[config.mk]
export PLATFORM = sky130hd
export DESIGN_NAME = seq_serializer_flat
export DESIGN_NICKNAME = d
export VERILOG_FILES = /design/src/rtl/seq_serializer_pkg.sv /design/src/rtl/seq_serializer_if.sv /design/src/rtl/seq_serializer.sv /design/src/flat_wrapper.sv
export SDC_FILE = /design/constraint.sdc
export NUM_CORES = 1
export LEC_CHECK = 0
export BUFFER_PORTS_ARGS = -buffer_cell sky130_fd_sc_hd__buf_2
export CAP_MARGIN = 5
export CORE_MARGIN = 1
export CORE_UTILIZATION = 30
export DETAILED_ROUTE_END_ITERATION = 16
export PLACE_DENSITY = 0.56
export SLEW_MARGIN = 20
export SYNTH_ARGS = -nofsm -noshare
export SYNTH_HDL_FRONTEND = slang
export SYNTH_SLANG_ARGS = --single-unit
export TNS_END_PERCENT = 20
[constraint.sdc]
create_clock -name clock -period 1.5 [get_ports clock]
set_input_delay 0.075 -clock clock [delete_from_list [all_inputs] [get_ports clock]]
set_output_delay 0.075 -clock clock [all_outputs]
set_load 0.01 [all_outputs]
[src/rtl/seq_serializer_pkg.sv]
// Shared definitions for the serializer stage feeding the 1011 sequence detector.
package seq_serializer_pkg;

    // Default word width when the instantiating level does not override it.
    localparam int unsigned DEFAULT_WIDTH = 8;

    // Legal word width range.
    localparam int unsigned MIN_WIDTH = 2;
    localparam int unsigned MAX_WIDTH = 32;

    // Shifter state codes; the detector uses the same encoding for its own FSM.
    typedef enum logic {
        S_IDLE  = 1'b0,
        S_SHIFT = 1'b1
    } state_e;

    // Counter width needed to index WIDTH bits (at least one bit).
    function automatic int unsigned cnt_width(input int unsigned width);
        return (width > 1) ? $clog2(width) : 1;
    endfunction

endpackage

[src/rtl/seq_serializer_if.sv]
// Word-in / bit-out bus of the serializer: valid/ready word handshake plus serial output.
interface seq_serializer_if #(
    parameter int unsigned WIDTH = 8
);

    logic [WIDTH-1:0] word_in;
    logic             word_valid;
    logic             word_ready;
    logic             sequence_out;
    logic             bit_valid;
    logic             word_done;
    logic             busy;

    // Word producer side.
    modport master (
        output word_in,
        output word_valid,
        input  word_ready,
        input  sequence_out,
        input  bit_valid,
        input  word_done,
        input  busy
    );

    // Serializer side.
    modport slave (
        input  word_in,
        input  word_valid,
        output word_ready,
        output sequence_out,
        output bit_valid,
        output word_done,
        output busy
    );

endinterface

[src/rtl/seq_serializer.sv]
// Parallel-to-serial stage: one-word holding register in front of a shifter that
// streams words gaplessly, one bit per clock, toward the 1011 detector.
module seq_serializer
    import seq_serializer_pkg::*;
#(
    parameter int unsigned WIDTH     = DEFAULT_WIDTH,
    parameter bit          MSB_FIRST = 1'b1
) (
    input  logic             clock,
    input  logic             reset,
    seq_serializer_if.slave  bus
);

    localparam int unsigned CNT_W = cnt_width(WIDTH);
    localparam logic [CNT_W-1:0] LAST_CNT = CNT_W'(WIDTH - 1);

    // Reject out-of-range widths at elaboration.
    if ((WIDTH < MIN_WIDTH) || (WIDTH > MAX_WIDTH)) begin : g_width_check
        $error("seq_serializer: WIDTH must be within 2..32");
    end

    state_e           state_q, state_d;
    logic [WIDTH-1:0] hold_q, hold_d;
    logic             hold_full_q, hold_full_d;
    logic [WIDTH-1:0] shift_q, shift_d;
    logic [CNT_W-1:0] bit_cnt_q, bit_cnt_d;

    logic             word_ready_q, word_ready_d;
    logic             sequence_out_q, sequence_out_d;
    logic             bit_valid_q, bit_valid_d;
    logic             word_done_q, word_done_d;
    logic             busy_q, busy_d;

    logic             accept_c;
    logic             last_bit_c;
    logic             load_c;

    // Handshake completes only while the holding register is empty.
    assign accept_c   = bus.word_valid && !hold_full_q;
    // Shifter is presenting the final bit of the current word.
    assign last_bit_c = (state_q == S_SHIFT) && (bit_cnt_q == LAST_CNT);
    // Hold-to-shift transfer: from idle, or back-to-back at the last bit.
    assign load_c     = hold_full_q && ((state_q == S_IDLE) || last_bit_c);

    // State register.
    always_ff @(posedge clock or posedge reset) begin
        if (reset) begin
            state_q <= S_IDLE;
        end else begin
            state_q <= state_d;
        end
    end

    // Next-state: leave idle once a word is held; return only when no word follows.
    always_comb begin
        state_d = S_IDLE;
        case (state_q)
            S_IDLE:  state_d = hold_full_q ? S_SHIFT : S_IDLE;
            S_SHIFT: state_d = (last_bit_c && !hold_full_q) ? S_IDLE : S_SHIFT;
            default: state_d = S_IDLE;
        endcase
    end

    // Datapath next values: hold capture, shifter load/shift, bit counter.
    always_comb begin
        hold_d      = hold_q;
        hold_full_d = hold_full_q;
        shift_d     = shift_q;
        bit_cnt_d   = bit_cnt_q;

        if (accept_c) begin
            hold_d      = bus.word_in;
            hold_full_d = 1'b1;
        end

        if (load_c) begin
            shift_d     = hold_q;
            hold_full_d = 1'b0;
            bit_cnt_d   = '0;
        end else if (state_q == S_SHIFT) begin
            shift_d = MSB_FIRST ? (shift_q << 1) : (shift_q >> 1);
            // The counter saturates at the last bit; it only wraps on reload.
            if (!last_bit_c) begin
                bit_cnt_d = bit_cnt_q + CNT_W'(1);
            end
        end
    end

    // Output next values, derived from next state so every output is a flop.
    always_comb begin
        word_ready_d   = !hold_full_d;
        bit_valid_d    = (state_d == S_SHIFT);
        sequence_out_d = bit_valid_d && (MSB_FIRST ? shift_d[WIDTH-1] : shift_d[0]);
        word_done_d    = bit_valid_d && (bit_cnt_d == LAST_CNT);
        busy_d         = bit_valid_d || hold_full_d;
    end

    // Datapath and output registers; reset discards any word in flight.
    always_ff @(posedge clock or posedge reset) begin
        if (reset) begin
            hold_q         <= '0;
            hold_full_q    <= 1'b0;
            shift_q        <= '0;
            bit_cnt_q      <= '0;
            word_ready_q   <= 1'b1;
            sequence_out_q <= 1'b0;
            bit_valid_q    <= 1'b0;
            word_done_q    <= 1'b0;
            busy_q         <= 1'b0;
        end else begin
            hold_q         <= hold_d;
            hold_full_q    <= hold_full_d;
            shift_q        <= shift_d;
            bit_cnt_q      <= bit_cnt_d;
            word_ready_q   <= word_ready_d;
            sequence_out_q <= sequence_out_d;
            bit_valid_q    <= bit_valid_d;
            word_done_q    <= word_done_d;
            busy_q         <= busy_d;
        end
    end

    assign bus.word_ready   = word_ready_q;
    assign bus.sequence_out = sequence_out_q;
    assign bus.bit_valid    = bit_valid_q;
    assign bus.word_done    = word_done_q;
    assign bus.busy         = busy_q;

endmodule

[src/flat_wrapper.sv]
// flat-port wrapper written by rule: the top's interface ports become plain ports
module seq_serializer_flat import seq_serializer_pkg::*;
#(
    parameter int unsigned WIDTH     = DEFAULT_WIDTH,
    parameter bit          MSB_FIRST = 1'b1
)
  (clock, reset, bus_word_in, bus_word_valid, bus_word_ready, bus_sequence_out, bus_bit_valid, bus_word_done, bus_busy);
  seq_serializer_if #(.WIDTH(WIDTH)) bus_i ();
  input  logic clock;
  input  logic reset;
  input wire logic [$bits(bus_i.word_in)-1:0] bus_word_in;
  input wire logic [$bits(bus_i.word_valid)-1:0] bus_word_valid;
  output wire logic [$bits(bus_i.word_ready)-1:0] bus_word_ready;
  output wire logic [$bits(bus_i.sequence_out)-1:0] bus_sequence_out;
  output wire logic [$bits(bus_i.bit_valid)-1:0] bus_bit_valid;
  output wire logic [$bits(bus_i.word_done)-1:0] bus_word_done;
  output wire logic [$bits(bus_i.busy)-1:0] bus_busy;
  assign bus_i.word_in = bus_word_in;
  assign bus_i.word_valid = bus_word_valid;
  assign bus_word_ready = bus_i.word_ready;
  assign bus_sequence_out = bus_i.sequence_out;
  assign bus_bit_valid = bus_i.bit_valid;
  assign bus_word_done = bus_i.word_done;
  assign bus_busy = bus_i.busy;
  seq_serializer #(.WIDTH(WIDTH), .MSB_FIRST(MSB_FIRST)) u_core (.clock(clock), .reset(reset), .bus(bus_i));
endmodule
==> flow_summary.yaml <==
global_route:
  grt_pass1_wl_mm: 2.93
  track_usage_pct: 10.7
  globalRouteOverflowTotal: 0
  grt_pass1_vias: 660
  antenna_found_initial: 0
  grt_max_degree: 25
logic_synthesis:
  synth_top_family_by_area: "simple AND/OR/NAND/NOR gates"
  synthMuxAreaShare_pct: 8.77
  synthTopCellsByArea: "dfrtp_1 (56%), mux2_2 (8.8%), nand2_1 (5.8%), a32oi_1 (3.4%), buf_6 (3.3%)"
  postSynthCellCount: 83
  yosysTopAreaCellShare_pct: 56.0
  yosys.area_share.simple_pct: 14.4
  syn-cell-area_mm2: 0.00103
  yosysWarningCount: 0
  yosys.area.top_type: "dfrtp_1"
  ys_seq_elements: 24
  synth_cell_types: 24
  synthXorXnorAreaFrac_pct: 0
  syn-num-nets: 96
  synth_adder_area_share_pct: 2.44
  ys_seq_area_share_pct: 58.6
  synth_compound_area_share_pct: 9.99
  syn_area_per_cell_um2: 12.4
min_path:
  min_path_type: "in2async"
setup_path:
  cp.arrival_ps: 1630
  critical_path.max_fanout: 7
  cpMaxStageDelayCell: "dfrtp_1"
  crit_top_cell: "ha_1"
  crit_buf_inv: 0
  max_stage_delay_ps: 430
  path_cells: "ha_1 > ha_1 > nand2b_2 > nand3b_1 > o21ai_0"
  worst-setup-path-type: "reg2reg"
  critPathLaunchType: "flip-flop"
  critPathTopFamily: "adder cells"
  crit_path_end_kind: "flip-flop"
  required_ps: 1690
die:
  core_area_mm2: 0.00315
  initial_core_util_pct: 32.6
  io_pins: 16
  die_area_mm2: 0.00366
  die_w_um: 60.5
  dieHeight_um: 60.5
  rows: 20
timing:
  max_clock_freq_mhz: 694
  whs_ps: 331
  hold_viol: 0
  min_period_over_period_pct: 96.1
  skew_ps: 7.95
  final-setup-viol-count: 0
  rsz0062_at_grt: "true"
  relSlewSlack_pct: 75.8
  tightest_slew_ps: 362
  post-route-min-period_ps: 1440
  drv_slew: 0
placement:
  dpl.hpwl_mm: 1.18
  place.gp.congestion: 0.738
  placed_cells_incl_taps: 140
  io_buffer_count: 15
cells_and_area:
  drive_gt1_share_pct: 34.5
  syn_to_final_growth_pct: 26.3
  layout_commonest_cell: "dfrtp_1"
  final_cells: 157
  finalNetCount: 127
  antennaDiodeCount: 0
  n_fill_cell: 328
  final_cell_mix: "dfrtp_1 (23), nand2_1 (16), buf_2 (15), dlygate4sd3_1 (10), mux2_2 (8)"
route:
  drtAntennaViolNets: 0
  via_per_inst: 4.42
  vias: 694
  first_iter_violations: 19
  drc: 0
  wirelength_mm: 1.76
  wl_per_cell_um: 11.2
  drt_pass1_iterations: 3
clock_tree:
  insertion_delay_ps: 310
  tritoncts.num_buffers: 3
  htreeDepth: 1
  clockBufferDepth: 2
  cts_tree: "yes"
  clockRootBuffer: "clkbuf_4"
  path_clk_slew_ps: 120
  clock-sinks: 24
status:
  run_status: "finished, final reports clean"
pwr:
  power_leakage_nw: 0.607
  p_per_area_mw_per_mm2: 1730
  peakVddDrop_uv: 852
job:
  drv_cap: 0
## power by group
| group | switching [mW] | leakage, nW | internal [mW] |
|---|---|---|---|
| Sequential | 0.158 | 0.289 | 0.923 |
| Clock | 0.175 | 0.0150 | 0.104 |
| Combinational | 0.427 | 0.303 | 0.454 |
| Total | 0.761 | 0.607 | 1.48 |
## layout make-up
class	count	area, µm²	area share, %
sequential	24	602	46.4
timing repair buffer	31	220	17.0
multi-input combinational	52	387	29.8
clock buffer	4	26.3	2.03
tap	44	55.1	4.24
inverter	2	7.51	0.579
## cell usage after synthesis
library cell,n
buf_6,3
o221a_2,2
ha_1,2
a32oi_1,4
nand2b_1,1
a21oi_1,1
buf_4,2
dfstp_2,1
mux2_2,8
a211o_1,2
nand2_1,16
or3_1,1
nand3b_1,3
dfrtp_1,23
nor2b_1,4
nor2_1,1
nand3_1,1
clkbuf_1,1
inv_1,2
nand2b_4,1
a21boi_0,1
nor3_1,1
o21ai_0,1
a32o_1,1
## sequential cells by signal, indices dropped and copies added (netlist names)
| register | cells |
|---|---|
| u_core.shift_q | 7 |
| u_core.bus.busy | 1 |
| u_core.state_q | 1 |
| u_core.bus.word_done | 1 |
| u_core.hold_full_q | 1 |
| u_core.hold_q | 8 |
| u_core.bus.word_ready | 1 |
| u_core.bus.sequence_out | 1 |
| u_core.bit_cnt_q | 3 |
## kinds of logic (layout without fill, tap and decap cells)
kind of cell,count (synthesis),count (layout)
AO/OA/AOI/OAI,12,12
flip-flops,24,24
multiplexers,8,8
adder cells (fa/ha/maj),2,2
buffers and inverters,8,37
AND/OR/NAND/NOR,29,30
## worst register-to-register path, cell delays in order (launching register included)
cell and delay (ps):
dfrtp_1 430, ha_1 210, ha_1 230, nand2b_2 260, nand3b_1 120, o21ai_0 80
## worst paths after layout
path                                                 to  cells past startpoint                 from  slack [ps]
worst max-delay path                u_core.bit_cnt_q[0]                      5  u_core.bit_cnt_q[0]          60
worst min-delay path                  u_core.shift_q[5]                      4                reset         330
worst max register to register      u_core.bit_cnt_q[0]                      5  u_core.bit_cnt_q[0]          60
worst min register to register  u_core.bus.sequence_out                      2    u_core.shift_q[6]         490
max in group asynchronous         u_core.bus.word_ready                      4                reset         890
min in group clock              u_core.bus.sequence_out                      2    u_core.shift_q[6]         490
## through the flow
step | cell area [µm²] | power [mW] | setup WS, ps | setup TNS (ps) | util, %
after floorplan | 1030 | 1.74 | 7.48 | 0 | -
after global placement | 1130 | 1.86 | 99.8 | 0 | 36.0
after detailed placement | 1130 | 1.89 | 31.4 | 0 | 36.0
after CTS | 1260 | 2.19 | 27.4 | 0 | 40.0
after global routing | 1300 | 2.42 | -46.2 | -94.3 | 41.2
final | 1300 | 2.24 | 58.6 | 0 | 41.2
## routing by layer
metal | global-route usage (%) | wire length [µm] | vias up
met2 | 17.1 | 825 | 16
met4 | 0.974 | 0 | 0
met3 | 3.84 | 76 | 0
met5 | 0 | 0 | -
met1 | 14.5 | 856 | 331
li1 | - | - | 347
## what timing repair did
action                                  CTS  global route
hold buffers                             10             0
resized for setup                         0             2
endpoints found under the setup margin    0             8
hold endpoints to repair                 32             0
setup buffers                             0             2
Note: power is estimated with default switching activity, not from simulation.
